**config.mk**
```make
export PLATFORM = sky130hd
export DESIGN_NAME = sd_block_responder
export DESIGN_NICKNAME = d
export VERILOG_FILES = /design/src/rtl/sd_block_responder.sv
export SDC_FILE = /design/constraint.sdc
export NUM_CORES = 1
export LEC_CHECK = 0
export ABC_AREA = 1
export ABC_CLOCK_PERIOD_IN_PS = 2000
export CAP_MARGIN = 5
export CELL_PAD_IN_SITES_DETAIL_PLACEMENT = 1
export CELL_PAD_IN_SITES_GLOBAL_PLACEMENT = 1
export CORE_MARGIN = 2
export CORE_UTILIZATION = 30
export CTS_CLUSTER_SIZE = 30
export DETAILED_ROUTE_END_ITERATION = 10
export PLACE_DENSITY = 0.84
export SETUP_SLACK_MARGIN = 0.1
export SYNTH_ARGS = -nofsm -noshare
export SYNTH_HDL_FRONTEND = slang
export SYNTH_SLANG_ARGS = --single-unit
```
**constraint.sdc**
```tcl
create_clock -name clk_sys -period 2 [get_ports clk_sys]
set_input_delay 0.5 -clock clk_sys [delete_from_list [all_inputs] [get_ports clk_sys]]
set_output_delay 0.5 -clock clk_sys [all_outputs]
set_load 0.01 [all_outputs]
```
**src/rtl/sd_block_responder.sv**
```systemverilog
// Save-state block target: serves 512-byte sector reads/writes from a byte-wide backing store.
// Optional write-protect input enabled by defining SD_BLOCK_WP_EN.
module sd_block_responder #(
    parameter int LBA_W    = 8,
    parameter int IDLE_GAP = 2
) (
    input  logic               clk_sys,
    input  logic               reset,
    input  logic [31:0]        sd_lba,
    input  logic               sd_rd,
    input  logic               sd_wr,
    output logic               sd_ack,
    output logic [8:0]         sd_buff_addr,
    output logic [7:0]         sd_buff_dout,
    output logic               sd_buff_wr,
    input  logic [7:0]         sd_buff_din,
    output logic [LBA_W+8:0]   store_addr,
    output logic               store_we,
    output logic [7:0]         store_wdata,
    input  logic [7:0]         store_rdata,
`ifdef SD_BLOCK_WP_EN
    input  logic               wp,
`endif
    output logic               err
);

    typedef enum logic [1:0] {IDLE, RD_XFER, WR_XFER, DONE} state_t;

    state_t           state, state_nx;
    logic [LBA_W-1:0] lba;
    logic             oor;
    logic             wp_l;
    logic             wp_in;
    logic [9:0]       ofs;
    logic [3:0]       gap;
    logic             rd_pend, wr_pend;
    logic [8:0]       pend_ofs;
    logic [8:0]       buff_addr;
    logic             err_q;
    logic             xfer, issue, accept;

`ifdef SD_BLOCK_WP_EN
    assign wp_in = wp;
`else
    assign wp_in = 1'b0;
`endif

    assign xfer   = (state == RD_XFER) || (state == WR_XFER);
    // ofs[9] marks that all 512 offsets were issued; no wrap into a second sector
    assign issue  = xfer && !ofs[9];
    assign accept = (state == IDLE) && (sd_rd || sd_wr);

    always_ff @(posedge clk_sys or posedge reset) begin
        if (reset) state <= IDLE;
        else       state <= state_nx;
    end

    always_comb begin
        state_nx = state;
        case (state)
            IDLE: begin
                if (sd_rd)      state_nx = RD_XFER;
                else if (sd_wr) state_nx = WR_XFER;
            end
            RD_XFER, WR_XFER: if (ofs[9]) state_nx = DONE;
            DONE:             if (gap == 4'(IDLE_GAP - 1)) state_nx = IDLE;
            default:          state_nx = IDLE;
        endcase
    end

    always_ff @(posedge clk_sys or posedge reset) begin
        if (reset) begin
            lba       <= '0;
            oor       <= 1'b0;
            wp_l      <= 1'b0;
            ofs       <= '0;
            gap       <= '0;
            rd_pend   <= 1'b0;
            wr_pend   <= 1'b0;
            pend_ofs  <= '0;
            buff_addr <= '0;
            err_q     <= 1'b0;
        end else begin
            rd_pend <= issue && (state == RD_XFER);
            wr_pend <= issue && (state == WR_XFER);
            if (issue) pend_ofs <= ofs[8:0];
            err_q <= xfer && ofs[9] && (oor || ((state == WR_XFER) && wp_l));
            case (state)
                IDLE: if (accept) begin
                    lba  <= sd_lba[LBA_W-1:0];
                    oor  <= |sd_lba[31:LBA_W];
                    wp_l <= wp_in && !sd_rd;
                    ofs  <= '0;
                    if (!sd_rd) buff_addr <= '0;
                end
                RD_XFER: begin
                    gap <= '0;
                    if (issue) begin
                        ofs       <= ofs + 10'd1;
                        buff_addr <= ofs[8:0];
                    end
                end
                WR_XFER: begin
                    gap <= '0;
                    if (issue) begin
                        ofs <= ofs + 10'd1;
                        // requester address leads the store by a cycle and parks at 511
                        if (ofs[8:0] != 9'd511) buff_addr <= ofs[8:0] + 9'd1;
                    end
                end
                DONE:    gap <= gap + 4'd1;
                default: ;
            endcase
        end
    end

    assign sd_ack       = xfer;
    assign sd_buff_addr = buff_addr;
    assign sd_buff_wr   = rd_pend;
    assign sd_buff_dout = (rd_pend && !oor) ? store_rdata : 8'h00;
    assign store_addr   = {lba, (state == RD_XFER) ? ofs[8:0] : pend_ofs};
    assign store_we     = wr_pend && !oor && !wp_l;
    assign store_wdata  = wr_pend ? sd_buff_din : 8'h00;
    assign err          = err_q;

endmodule

```
==> results.json, run 1 <==
{
  "worstSkewPairLatency_ns": 0.31,
  "clock_sink_count": 46,
  "synth_most_common_cell": "nand2_1",
  "setup.worst_path.start_class": "flop",
  "seq_area_um2": 1150,
  "synth-seq-cells": 46,
  "drc_errors": 0,
  "cts-hold-fix-buffers": 0,
  "crit_arrival_ns": 1.48,
  "grt_antenna_before_repair": 0,
  "detail_route.wl_per_cell_um": 16.0,
  "finalWorstSetupSlack_ns": 0.0213,
  "status": "finished, final reports clean",
  "die-area_um2": 9020,
  "area_growth_pct": 61.6,
  "synth_cell_types": 24,
  "drtPass1Iterations": 4,
  "grt_overflow_total": 0,
  "gp_congestion": 0.798,
  "rsz0062_at_grt": "true",
  "antenna_left": 0,
  "fillers": 1010,
  "tightest_slew_ns": 0.405,
  "slew_viol_final": 0,
  "ys_seq_area_share_pct": 46.4,
  "p_per_area_nw_per_um2": 1270,
  "hold_viol_final": 0,
  "wl_um": 9220,
  "place_ws_ns": -0.169,
  "fp-row-count": 33,
  "clk_pin_slew_ns": 0.09,
  "syn_area_per_cell_um2": 7.37,
  "slew-limit-headroom_pct": 73.0,
  "end_kind": "output pin",
  "die_height_um": 95.0,
  "cts_tree": "built",
  "port_buffers": 97,
  "ff2ff_setup_slack_ns": 0.13,
  "root_buffer": "clkbuf_8",
  "place_hpwl_um": 6310,
  "post-synth-top-area-cell": "dfrtp_1",
  "synth-edff-count": 0,
  "io_pins": 98,
  "die_w_um": 95.0,
  "vdd_ir_drop_max_uv": 521,
  "syn_inst": 337,
  "yosys-top-cells-count": "115 x nand2_1, 47 x inv_1, 46 x dfrtp_1, 38 x nor2_1, 28 x o21ai_0",
  "final_nets": 533,
  "fin_crit_ns": 1.98,
  "cts_buffers": 5,
  "core-area_um2": 8130,
  "cap_violations": 0,
  "skew_ns": 0.00544,
  "htree_levels": 2,
  "grt_pass1_wl_um": 13200,
  "syn-num-nets": 399,
  "viasPerCell": 4.85,
  "multiInputGateArea_um2": 1200,
  "synthArstFlopShare_pct": 100,
  "max_clock_freq_mhz": 505,
  "synthesis.area_um2": 2480,
  "grt_max_degree": 47,
  "grt_pass1_vias": 2768,
  "vias": 2800,
  "start_util_pct": 30.5,
  "crit_required_ns": 1.50,
  "ys.flop_type": "dfrtp_1",
  "fin_util_pct": 49.3,
  "layout-drive-gt1-share_pct": 19.7,
  "synth.top_cell.area_share_pct": 46.4,
  "synthTopCellsByArea": "dfrtp_1 46%, nand2_1 17%, inv_1 7.1%",
  "critical_path_class": "reg -> out",
  "diodes": 0,
  "hp-class": "reg -> reg",
  "yosysWarnings": 0,
  "grt_usage_pct": 18.7,
  "cellLeakagePower_uw": 0.00206,
  "dr.first_iter.drc_count": 212,
  "clock_path_buffers": 2,
  "whs_ns": 0.487,
  "cp_max_fo": 7,
  "finalCritPeriodShare_pct": 98.9,
  "setup_violations": 0
}
-- final timing paths --
check | depth (start not counted) | end | from
max in group asynchronous | 3 | wr_pend | reset
max | 7 | store_addr[0] | state[1]
max reg2reg | 13 | sd_buff_addr[4] | ofs[0]
min in group asynchronous | 3 | lba[0] | reset
min | 2 | sd_buff_addr[8] | sd_buff_addr[8]
min reg2reg | 2 | sd_buff_addr[8] | sd_buff_addr[8]
-- metrics by stage --
stage | power (uW) | cell area, um2 | instances | setup TNS [ns]
final | 5100 | 4010 | 577 | 0
after global routing | 5430 | 4010 | 577 | -0.0318
after CTS | 4770 | 3890 | 571 | 0
after detailed placement | 3910 | 3750 | 557 | -2.69
after global placement | 3790 | 3750 | 557 | -2.08
after floorplan | 2610 | 2480 | 337 | 0
-- logic make-up (layout without fill, tap and decap cells) --
| kind of cell | count (synthesis) | after routing | share of synthesized area, % |
|---|---|---|---|
| AOI/OAI and AO/OA | 43 | 43 | 9.37 |
| xor gates and xnor gates | 1 | 1 | 0.353 |
| adders and majority gates | 10 | 10 | 5.04 |
| buffers and inverters | 55 | 190 | 8.67 |
| DFF | 46 | 46 | 46.4 |
| and+or+nand+nor | 182 | 182 | 30.2 |
-- placed cells by master, fill, tap and decap left out, types with 2 or more instances in the layout --
cell	count
a21oi_1	5
buf_12	3
buf_2	10
buf_4	25
buf_6	6
clkbuf_2	2
clkbuf_8	5
clkdlybuf4s15_1	4
clkdlybuf4s50_1	70
clkinv_1	2
clkinvlp_4	2
dfrtp_1	45
dlygate4sd2_1	10
ha_1	7
ha_4	2
inv_1	43
inv_2	5
nand2_1	103
nand2_2	15
nand3_1	14
nand4_1	3
nor2_1	36
nor2_2	4
nor2_4	3
nor3_1	2
o21ai_0	23
o21ai_1	3
o21ai_2	5
o22ai_1	5
-- report_power, final --
group / total, uW / switching (uW) / internal [uW]
registers: 1290 / 143 / 1150
logic: 3090 / 1720 / 1380
clock network: 715 / 343 / 372
-- final cells by class --
type | count | share of cell area [%]
repair buffers | 131 | 30.3
multi-input cells | 236 | 29.9
flip-flops and latches | 46 | 28.7
inverters | 51 | 4.96
well taps | 105 | 3.27
clock buffers | 5 | 1.71
clock inverters | 3 | 1.12
-- flip-flops by register name, indices dropped and copies added, names as in the netlist --
name,count
oor,1
sd_buff_addr,9
lba,8
sd_buff_wr,1
wr_pend,1
err,1
pend_ofs,9
state,2
gap,4
ofs,10
-- worst max-delay path, cell delays in order, from the launching register on --
cell,delay [ns]
dfrtp_1,0.40
inv_2,0.09
ha_4,0.16
buf_6,0.14
buf_6,0.11
nand2_2,0.07
nand2_1,0.07
buf_2,0.13
-- routing by layer --
metal	track usage [%]	wire length, um	up-vias
met5	0	0	-
met4	5.43	93	0
met3	4.55	725	20
met2	32.9	4750	133
met1	22.7	3650	1339
li1	-	-	1308
-- what timing repair did --
item                       in CTS  in global routing
resized for setup              76                 30
setup endpoints to repair      36                 29
pin swaps                       1                  8
buffers inserted                6                  6
No activity file was read; power rests on OpenSTA's default activity.
==> run 2, diff against run 1 <==
--- a/config.mk
+++ b/config.mk
@@ -16,6 +16,7 @@
 export DETAILED_ROUTE_END_ITERATION = 10
 export PLACE_DENSITY = 0.84
 export SETUP_SLACK_MARGIN = 0.1
+export SLEW_MARGIN = 20
 export SYNTH_ARGS = -nofsm -noshare
 export SYNTH_HDL_FRONTEND = slang
 export SYNTH_SLANG_ARGS = --single-unit
==> results of run 2 <==
No change in the layout: final DEF, timing and power equal those of run 1.
==> run 3, diff against run 2 <==
--- a/config.mk
+++ b/config.mk
@@ -5,13 +5,13 @@
 export SDC_FILE = /design/constraint.sdc
 export NUM_CORES = 1
 export LEC_CHECK = 0
-export ABC_AREA = 1
+export ABC_AREA = 0
 export ABC_CLOCK_PERIOD_IN_PS = 2000
 export CAP_MARGIN = 5
 export CELL_PAD_IN_SITES_DETAIL_PLACEMENT = 1
 export CELL_PAD_IN_SITES_GLOBAL_PLACEMENT = 1
 export CORE_MARGIN = 2
-export CORE_UTILIZATION = 30
+export CORE_UTILIZATION = 33
 export CTS_CLUSTER_SIZE = 30
 export DETAILED_ROUTE_END_ITERATION = 10
 export PLACE_DENSITY = 0.84
==> constraint.sdc (replaced) <==
create_clock -name clk_sys -period 2 [get_ports clk_sys]
set_input_delay 0.5 -clock clk_sys [delete_from_list [all_inputs] [get_ports clk_sys]]
set_output_delay 0.5 -clock clk_sys [all_outputs]
set_load 0.005 [all_outputs]
==> run 3 against run 2 <==
Total power shrank 65%; routed wire length grew 1.3%; via count is 9.4% lower; clock power decreased by 2%; critical endpoint is now sd_buff_addr[6]; global-route usage is 1.7 points higher; design area increased by 5.3%; maximum frequency shrank 10%; synthesized cell count decreased by 28%; the run now ends with setup timing left; count of clock-buffer cells in the layout grew 1.
==> results.json, run 3 <==
{
  "status": "complete, but fails checks",
  "violations": "setup timing",
  "cts_tree": "built",
  "grt_usage_pct": 20.5,
  "yosysWarnings": 0,
  "area_growth_pct": 66.5,
  "core-area_um2": 7370,
  "port_buffers": 97,
  "synth_most_common_cell": "dfrtp_1",
  "post-synth-top-area-cell": "dfrtp_1",
  "fp-row-count": 31,
  "final_cell_mix": "70 x clkdlybuf4s50_1, 43 x dfrtp_1, 33 x buf_4",
  "critical_path_class": "reg -> reg",
  "synthArstFlopShare_pct": 100,
  "root_buffer": "clkbuf_8",
  "place_hpwl_um": 6250,
  "cap_violations": 0,
  "cellLeakagePower_uw": 0.00200,
  "vias": 2537,
  "setup.worst_path.start_class": "flop",
  "synth-edff-count": 0,
  "dr.first_iter.drc_count": 83,
  "grt_overflow_total": 0,
  "slew-limit-headroom_pct": 73.1,
  "clk_pin_slew_ns": 0.09,
  "place_area_um2": 3860,
  "synth_cell_types": 50,
  "layout-drive-gt1-share_pct": 35.9,
  "synth-seq-cells": 46,
  "io_pins": 98,
  "rsz0062_at_grt": "true",
  "ys_seq_area_share_pct": 45.3,
  "grt_max_degree": 47,
  "skew_ns": 0.00577,
  "wl_um": 9350,
  "final_area_um2": 4230,
  "gp_congestion": 0.846,
  "syn_area_per_cell_um2": 10.5,
  "die_w_um": 91.7,
  "grt_pass1_vias": 2652,
  "drtPass1Iterations": 4,
  "cts-hold-fix-buffers": 0,
  "final_nets": 445,
  "synth.top_cell.area_share_pct": 45.3,
  "place_ws_ns": -0.295,
  "finalWorstSetupSlack_ns": -0.202,
  "htree_levels": 2,
  "setup_violations": 22,
  "antenna_left": 0,
  "vdd_ir_drop_max_uv": 269,
  "tns_ns": -1.81,
  "crit_arrival_ns": 2.39,
  "final_common_cell": "clkdlybuf4s50_1",
  "regMostFlops": "ofs",
  "grt_antenna_before_repair": 0,
  "detail_route.wl_per_cell_um": 19.4,
  "synthesis.area_um2": 2540,
  "drc_errors": 0,
  "viasPerCell": 5.25,
  "diodes": 0,
  "hp-class": "reg -> reg",
  "worstSkewPairLatency_ns": 0.31,
  "synthTopCellsByArea": "dfrtp_1 45%, mux2_2 11%, ha_1 4.9%",
  "die_height_um": 91.7,
  "fin_util_pct": 57.4,
  "die-area_um2": 8410,
  "cts_buffers": 5,
  "largest_reg_flops": 10,
  "end_kind": "flop",
  "cp_max_fo": 5,
  "fin_crit_ns": 2.20,
  "crit_required_ns": 2.19,
  "fillers": 811,
  "p_per_area_nw_per_um2": 424,
  "hold_viol_final": 0,
  "start_util_pct": 34.4,
  "syn-num-nets": 304,
  "max_clock_freq_mhz": 454,
  "yosys-top-cells-count": "46 x dfrtp_1, 25 x nand2_1, 24 x mux2_2, 18 x and2_1",
  "slew_viol_final": 0,
  "tightest_slew_ns": 0.402,
  "grt_pass1_wl_um": 13500,
  "ys.flop_type": "dfrtp_1",
  "syn_inst": 242,
  "finalCritPeriodShare_pct": 110,
  "clock_sink_count": 46,
  "clock_path_buffers": 2
}
[run 3: changes by cell type after synthesis, sizes merged, moves of 10 or more]
cell,change
and2,+18
inv,-43
mux2,+24
nand2,-94
nand3,-10
nor2,-35
o21ai,-18
[run 3: per-layer routing]
layer	routed length (um)	track usage (%)	share of wire (%)	vias up
met2	4960	37.4	53	106
met4	207	8.58	2.2	0
met5	0	0	0	-
met1	3610	22.7	39	1267
li1	-	-	-	1147
met3	577	4.60	6.2	17
[run 3: kinds of logic after synthesis]
group,count (synthesis),synth area share (%)
flip-flops,46,45.3
buffers and inverters,18,3.99
adder cells (fa/ha/maj),10,4.93
AND/OR/NAND/NOR,84,17.8
XOR/XNOR,2,0.690
multiplexers,29,12.6
AO/OA/AOI/OAI,53,14.6
[run 3: through the flow]
stage / hold slack (ns) / instances / power, uW
2_1_floorplan: 0.453 / 242 / 973
3_3_place_gp: 0.466 / 460 / 1100
3_5_place_dp: 0.473 / 460 / 1110
4_1_cts: 0.491 / 474 / 1800
5_1_grt: 0.502 / 483 / 1860
6_report: 0.486 / 483 / 1790
[run 3: worst max-delay path: stages (launching register included)]
cell and delay [ns]:
dfrtp_2 0.43, ha_4 0.17, nand3_2 0.08, nor2_2 0.04, ha_2 0.18, or3b_4 0.37
a221o_1 0.38, buf_4 0.18, a32oi_1 0.15, o21ai_1 0.09
[run 3: power breakdown]
group	leakage [uW]	switching, uW	internal [uW]
clock	0.0000514	330	373
sequential	0.000595	0	929
combinational	0.00136	47.0	113
[run 3: worst paths after layout]
check / from / to / slack, ns / cells past startpoint
setup / recovery: ofs[1] / sd_buff_addr[6] / -0.20 / 9
hold / removal: sd_buff_addr[1] / sd_buff_addr[1] / 0.49 / 2
setup reg to reg: ofs[1] / sd_buff_addr[6] / -0.20 / 9
hold reg to reg: sd_buff_addr[1] / sd_buff_addr[1] / 0.49 / 2
max in group asynchronous: reset / ofs[0] / 1.23 / 3
min in group asynchronous: reset / lba[2] / 0.53 / 3
[run 3: final cells by class]
class                   count  area [um2]  area share, %
multi-input cells         178        1460           34.5
inverters                   6        27.5          0.651
flip-flops and latches     46        1150           27.3
repair buffers            146        1350           32.0
clock buffers               6        72.6           1.72
clock inverters             2        37.5          0.888
well taps                  99         124           2.93
[run 3: repair_timing]
item	in CTS	in global routing
gates resized for setup	60	64
setup buffers	5	8
setup endpoints to repair	41	33
pin swaps	7	14
gates cloned	1	1
